## src/rtl/crossbar4x4read_pkg.sv

```systemverilog
// Shared definitions for the banked-memory read/write crossbars: sizes,
// the in-flight read tag and the bank-select helper.
package crossbar_pkg;

   localparam int NPORT = 4;
   localparam int NBANK = 4;
   localparam int BSELW = 2;
   localparam int ADDRW = 16;
   localparam int WL    = 32;

   typedef struct packed {
      logic             valid;
      logic [BSELW-1:0] bsel;
   } tag_t;

   // Single place that defines the bank interleave (low address bits).
   function automatic logic [BSELW-1:0] banksel_of(input logic [BSELW-1:0] addr_lo);
      return addr_lo;
   endfunction

endpackage

```

## src/rtl/crossbar4x4read_if.sv

```systemverilog
// Requester and bank-side signals of the read crossbar. Handshake: a port whose
// req is high and stall low in a cycle has issued; with stall high it must hold req/address.
interface crossbar4x4read_if #(
   parameter int ADDRW = crossbar_pkg::ADDRW,
   parameter int WL    = crossbar_pkg::WL
);
   import crossbar_pkg::*;

   logic                   ena;
   logic [NPORT-1:0]       req;
   logic [ADDRW-1:0]       address    [NPORT];
   logic [NPORT-1:0]       stall;
   logic [ADDRW-BSELW-1:0] addressout [NBANK];
   logic [NBANK-1:0]       bankren;
   logic [WL-1:0]          bankdata   [NBANK];
   logic [WL-1:0]          rddata     [NPORT];
   logic [NPORT-1:0]       rdvalid;

   modport slave (
      input  ena, req, address, bankdata,
      output stall, addressout, bankren, rddata, rdvalid
   );

   modport master (
      output ena, req, address, bankdata,
      input  stall, addressout, bankren, rddata, rdvalid
   );

endinterface

```

## src/rtl/crossbar_rd_tagpipe.sv

```systemverilog
// Fixed-depth delay line for one port's read tag; its depth matches the
// bank read latency so the tag arrives together with the bank data.
module crossbar_rd_tagpipe
   import crossbar_pkg::*;
#(
   parameter int RDLAT = 1
) (
   input  logic clk,
   input  logic rst,
   input  tag_t din,
   output tag_t dout
);

   tag_t stage [RDLAT];

   always_ff @(posedge clk) begin
      if (rst) begin
         for (int k = 0; k < RDLAT; k++) stage[k] <= '0;
      end else begin
         stage[0] <= din;
         for (int k = 1; k < RDLAT; k++) stage[k] <= stage[k-1];
      end
   end

   assign dout = stage[RDLAT-1];

endmodule

```

## src/rtl/crossbar4x4read.sv

```systemverilog
// 4-port read crossbar onto 4 interleaved banks: fixed-priority bank arbitration,
// per-port tag pipeline sized to the bank latency, and a registered return mux.
module crossbar4x4read #(
   parameter int ADDRW = crossbar_pkg::ADDRW,
   parameter int WL    = crossbar_pkg::WL,
   parameter int RDLAT = 1                  // legal range 1..4
) (
   input logic             clk,
   input logic             rst,
   crossbar4x4read_if.slave bus
);
   import crossbar_pkg::*;

   logic [BSELW-1:0] bsel [NPORT];
   logic [NPORT-1:0] conflict;
   logic [NPORT-1:0] grant;
   tag_t             tag_in  [NPORT];
   tag_t             tag_out [NPORT];

   always_comb begin
      for (int i = 0; i < NPORT; i++) bsel[i] = banksel_of(bus.address[i][BSELW-1:0]);
   end

   // A lower-index requester blocks the bank even when rows match: no broadcast.
   always_comb begin
      conflict = '0;
      for (int i = 1; i < NPORT; i++) begin
         for (int j = 0; j < i; j++) begin
            if (bus.req[j] && (bsel[j] == bsel[i])) conflict[i] = 1'b1;
         end
      end
      grant     = bus.req & ~conflict & {NPORT{bus.ena & ~rst}};
      bus.stall = bus.req & ~grant;
   end

   always_comb begin
      bus.bankren = '0;
      for (int b = 0; b < NBANK; b++) bus.addressout[b] = '0;
      for (int i = NPORT - 1; i >= 0; i--) begin
         if (grant[i]) begin
            bus.bankren[bsel[i]]    = 1'b1;
            bus.addressout[bsel[i]] = bus.address[i][ADDRW-1:BSELW];
         end
      end
   end

   always_comb begin
      for (int i = 0; i < NPORT; i++) begin
         tag_in[i].valid = grant[i];
         tag_in[i].bsel  = bsel[i];
      end
   end

   for (genvar i = 0; i < NPORT; i++) begin : g_tag
      crossbar_rd_tagpipe #(.RDLAT(RDLAT)) u_tagpipe (
         .clk  (clk),
         .rst  (rst),
         .din  (tag_in[i]),
         .dout (tag_out[i])
      );
   end

   // The tag leaves the pipe in the same cycle its bank presents the data.
   always_ff @(posedge clk) begin
      if (rst) begin
         bus.rdvalid <= '0;
         for (int i = 0; i < NPORT; i++) bus.rddata[i] <= '0;
      end else begin
         for (int i = 0; i < NPORT; i++) begin
            bus.rdvalid[i] <= tag_out[i].valid;
            if (tag_out[i].valid) bus.rddata[i] <= bus.bankdata[tag_out[i].bsel];
         end
      end
   end

endmodule

```

## src/flat_wrapper.sv

```systemverilog
// flat-port wrapper written by rule: the top's interface ports become plain ports
module crossbar4x4read_flat import crossbar_pkg::*;
#(
   parameter int ADDRW = crossbar_pkg::ADDRW,
   parameter int WL    = crossbar_pkg::WL,
   parameter int RDLAT = 1                                     
)
  (clk, rst, bus_ena, bus_req, bus_address, bus_bankdata, bus_stall, bus_addressout, bus_bankren, bus_rddata, bus_rdvalid);
  crossbar4x4read_if #(.ADDRW(ADDRW), .WL(WL)) bus_i ();
  input logic clk;
  input logic rst;
  input wire logic [$bits(bus_i.ena)-1:0] bus_ena;
  input wire logic [$bits(bus_i.req)-1:0] bus_req;
  input wire logic [$bits(bus_i.address)-1:0] bus_address;
  input wire logic [$bits(bus_i.bankdata)-1:0] bus_bankdata;
  output wire logic [$bits(bus_i.stall)-1:0] bus_stall;
  output wire logic [$bits(bus_i.addressout)-1:0] bus_addressout;
  output wire logic [$bits(bus_i.bankren)-1:0] bus_bankren;
  output wire logic [$bits(bus_i.rddata)-1:0] bus_rddata;
  output wire logic [$bits(bus_i.rdvalid)-1:0] bus_rdvalid;
  assign bus_i.ena = bus_ena;
  assign bus_i.req = bus_req;
  assign bus_i.address = {>>{bus_address}};
  assign bus_i.bankdata = {>>{bus_bankdata}};
  assign bus_stall = bus_i.stall;
  assign bus_addressout = {>>{bus_i.addressout}};
  assign bus_bankren = bus_i.bankren;
  assign bus_rddata = {>>{bus_i.rddata}};
  assign bus_rdvalid = bus_i.rdvalid;
  crossbar4x4read #(.ADDRW(ADDRW), .WL(WL), .RDLAT(RDLAT)) u_core (.clk(clk), .rst(rst), .bus(bus_i));
endmodule
```

## config.mk

```make
export PLATFORM = sky130hd
export DESIGN_NAME = crossbar4x4read_flat
export DESIGN_NICKNAME = d
export VERILOG_FILES = /design/src/rtl/crossbar4x4read_pkg.sv /design/src/rtl/crossbar4x4read_if.sv /design/src/rtl/crossbar_rd_tagpipe.sv /design/src/rtl/crossbar4x4read.sv /design/src/flat_wrapper.sv
export SDC_FILE = /design/constraint.sdc
export NUM_CORES = 1
export LEC_CHECK = 0
export ABC_AREA = 1
export CAP_MARGIN = 25
export CORE_MARGIN = 2
export CORE_UTILIZATION = 45
export CTS_BUF_LIST = sky130_fd_sc_hd__clkbuf_16
export CTS_CLUSTER_DIAMETER = 40
export DETAILED_ROUTE_END_ITERATION = 12
export PLACE_DENSITY = 0.75
export SLEW_MARGIN = 20
export SYNTH_ARGS = -nofsm -noshare
export SYNTH_HDL_FRONTEND = slang
export SYNTH_HIERARCHICAL = 1
export SYNTH_SLANG_ARGS = --single-unit
```

## constraint.sdc

```tcl
create_clock -name clk -period 2.6 [get_ports clk]
set_clock_uncertainty 0.1 [all_clocks]
set_input_delay 0.65 -clock clk [delete_from_list [all_inputs] [get_ports clk]]
set_output_delay 0.65 -clock clk [all_outputs]
set_load 0.05 [all_outputs]
```

==> flow_metrics.tcl <==
set metrics [dict create \
    status "finished, violations left" \
    violations "setup timing" \
    viasPerCell 5.85 \
    start_kind "input pin" \
    cts_tree "built" \
    synth_mux_area_share_pct 0 \
    drt-total-wl_um 58600 \
    avgSynthCellArea_um2 5.51 \
    drc 0 \
    synth_edf_count 0 \
    cts-buffers-inserted 17 \
    min_period_ns 2.92 \
    rrSetupSlack_ns 0.63 \
    fin_setup_tns_ns -13.54 \
    seq_area_frac_synth_pct 24.4 \
    max_cap_violations 0 \
    async_flop_share_pct 0 \
    vdd_drop_max_mv 0.331 \
    synth_area_leaders "dfxtp_1, o21ai_0, nor2_1" \
    stdcell_count 2888 \
    yosysTopAreaCell "dfxtp_1" \
    gp_congestion 0.943 \
    rsz0062_at_grt "true" \
    seq_power_share_pct 31.8 \
    grt_pass1_vias 15500 \
    nFillCells 2041 \
    grt_max_degree 97 \
    clock_sinks 144 \
    synth_top_area_share_pct 24.4 \
    syn_inst 2146 \
    multi_input_area_mm2 0.00816 \
    syn_nets 2345 \
    seq_area_mm2 0.00290 \
    initial_core_util_pct 45.6 \
    synth_seq_cells 144 \
    cts.reportedPaths.clkPinSlew_ns 0.06 \
    drive_gt1_share_pct 20.7 \
    power_switching_uw 2680 \
    synth_compound_area_share_pct 27.4 \
    synthXorXnorAreaFrac_pct 0.222 \
    fin_nets 2731 \
    routedWlPerCell_um 20.3 \
    cp.arrival_ns 2.17 \
    timing.final.ws_setup_ns -0.320 \
    p_per_area_mw_per_mm2 383 \
    netlist_area_mm2 0.0118 \
    synth_commonest_cells "nor2_1, o21ai_0, nand2_1, inv_1, dfxtp_1" \
    synthAdderAreaFrac_pct 0 \
    cts.htree.levels 4 \
    clk_latency_ns 0.42 \
    io_pins 395 \
    min_path_type "in -> reg" \
    clkPwrFrac_pct 34.0 \
    num_vias 16900 \
    yosys.area_share.simple_pct 33.7 \
    post-synth-top-count-cell "nor2_1" \
    portBuffers 394 \
    place_ws_ns -0.743 \
    crit_type "in -> out" \
    crit_path_end_kind "output port" \
    die_area_mm2 0.0276 \
    final_area_mm2 0.0194 \
    fp.coreArea_mm2 0.0259 \
    worstMarginPinSlew_ns 0.951 \
    reg2reg_to "u_core/bus.rddata[96]" \
    ys.flop_type "dfxtp_1" \
    die_w_um 166 \
    area_growth_pct 64.2 \
    p_int_uw 4750 \
    maxSlewHeadroom_pct 36.6 \
    p_sw_share_pct 36.1 \
    worstPathRequired_ns 1.85 \
    fmax_mhz 342 \
    setup-violations-final 62 \
    grt_util_all_layers_pct 38.6 \
    finalHoldViolations 0 \
    hold_buffers 0 \
    crit_path_max_fanout 8 \
    rr_worst_depth 6 \
    p_leak_uw 0.00911 \
    yosysWarnings 6 \
    post-dp-hpwl_um 37400 \
    place_inst 2801 \
    grt_pass1_wl_um 85900 \
    synth_top_family_by_area "simple AND/OR/NAND/NOR gates" \
    placed_area_mm2 0.0171 \
    cts_root_buf "clkbuf_16" \
    antenna_found_initial 10 \
    startpoint "bus_address[32]" \
    die_h_um 166 \
    ys_types 22 \
    comb_power_share_pct 34.2 \
    finalCritPeriodShare_pct 112 \
    firstDrtPassIters 7 \
    grt-ovfl-total 0 \
    r2r-start "u_core/g_tag[0].u_tagpipe/stage[0][0]" \
    row_count 59 \
    worstSetupEndpoint "bus_addressout[44]" \
    drv_slew 0 \
    clockBufferDepth 2 \
    final_antenna_net_count 0 \
    drtIter0Drc 2995 \
]
-- per-layer routing --
metal / routed length, um / global-route usage (%) / vias up
met2: 26200 / 61.8 / 1242
met1: 21600 / 47.7 / 7639
met4: 3230 / 18.1 / 4
li1: - / - / 7727
met5: 24 / 0 / -
met3: 7610 / 11.5 / 294
-- sequential cells by signal, summed over array words and instances (netlist names) --
signal,cells
u_core/bus.rddata,128
u_core/g_tag.u_tagpipe/stage,12
u_core/bus.rdvalid,4
-- stage by stage --
step	hold slack, ns	total power (uW)	utilization, %
2_1_floorplan	0.559	3590	-
3_3_place_gp	0.441	4660	66.1
3_5_place_dp	0.448	4680	66.1
4_1_cts	0.346	7280	71.4
5_1_grt	0.361	7700	74.9
6_report	0.367	7430	74.9
-- power by group through the flow --
| stage | Clock, uW | Sequential (uW) | Combinational [uW] |
|---|---|---|---|
| 2_1_floorplan | 0 | 2610 | 985 |
| 3_3_place_gp | 0 | 2400 | 2250 |
| 3_5_place_dp | 0 | 2410 | 2280 |
| 4_1_cts | 2530 | 2360 | 2390 |
| 5_1_grt | 2640 | 2370 | 2690 |
| 6_report | 2520 | 2360 | 2540 |
-- layout by cell type, fill, tap and decap left out, types with 8 or more instances in the layout --
master / n
nor2_1: 519
a21oi_1: 129
buf_8: 9
clkdlybuf4s50_1: 314
clkbuf_16: 25
dfxtp_1: 132
nor2_2: 24
buf_6: 30
o21ai_0: 456
buf_12: 88
inv_2: 10
buf_4: 84
diode_2: 8
nand3_2: 55
nand2_4: 17
nand4_1: 60
dfxtp_2: 12
o21ai_1: 56
nor2_4: 24
nand2_2: 101
inv_1: 202
nand2_1: 121
nand3_1: 25
buf_16: 8
-- how the worst min path moves through the flow --
stage | cells after the start | end | from | slack [ns]
3_5_place_dp | 4 | u_core/bus.rddata[8] | u_core/bus.rddata[8] | 0.45
3_3_place_gp | 4 | u_core/bus.rddata[29] | u_core/bus.rddata[29] | 0.44
2_1_floorplan | 4 | u_core/bus.rddata[1] | u_core/g_tag[3].u_tagpipe/stage[0][2] | 0.56
5_1_grt | 3 | u_core/g_tag[2].u_tagpipe/stage[0][1] | bus_address[17] | 0.36
4_1_cts | 3 | u_core/g_tag[1].u_tagpipe/stage[0][1] | bus_address[33] | 0.35
6_report | 3 | u_core/g_tag[1].u_tagpipe/stage[0][1] | bus_address[33] | 0.37
-- worst max-delay path, cell delays in order --
cell and delay, ns:
buf_6 0.12, xnor2_4 0.17, nand3_4 0.12, buf_6 0.14
nand4_1 0.11, buf_6 0.15, buf_12 0.16, nor2_1 0.05
nor2_1 0.16, nand2_1 0.10, nand2_2 0.09, buf_12 0.13
-- cells by family (layout without fill, tap and decap cells) --
group | count (synthesis) | after routing
and+or+nand+nor | 954 | 954
AOI/OAI and AO/OA | 648 | 648
buffers and inverters | 397 | 796
DFF | 144 | 144
xor gates and xnor gates | 3 | 3
other | 0 | 8
-- area by class of cell --
class / count / share of cell area [%]
repair buffers: 546 / 33.5
clock buffers: 17 / 2.19
diodes: 8 / 0.103
inverters: 218 / 4.31
multi-input cells: 1605 / 42.0
well taps: 335 / 2.16
flip-flops and latches: 144 / 14.9
clock inverters: 15 / 0.825
-- timing repair --
item	CTS	global route
endpoints found under the setup margin	63	61
gates cloned	9	10
resized for setup	196	142
pin swaps	70	87
setup buffers	15	16
(Power assumes the default switching activity.)
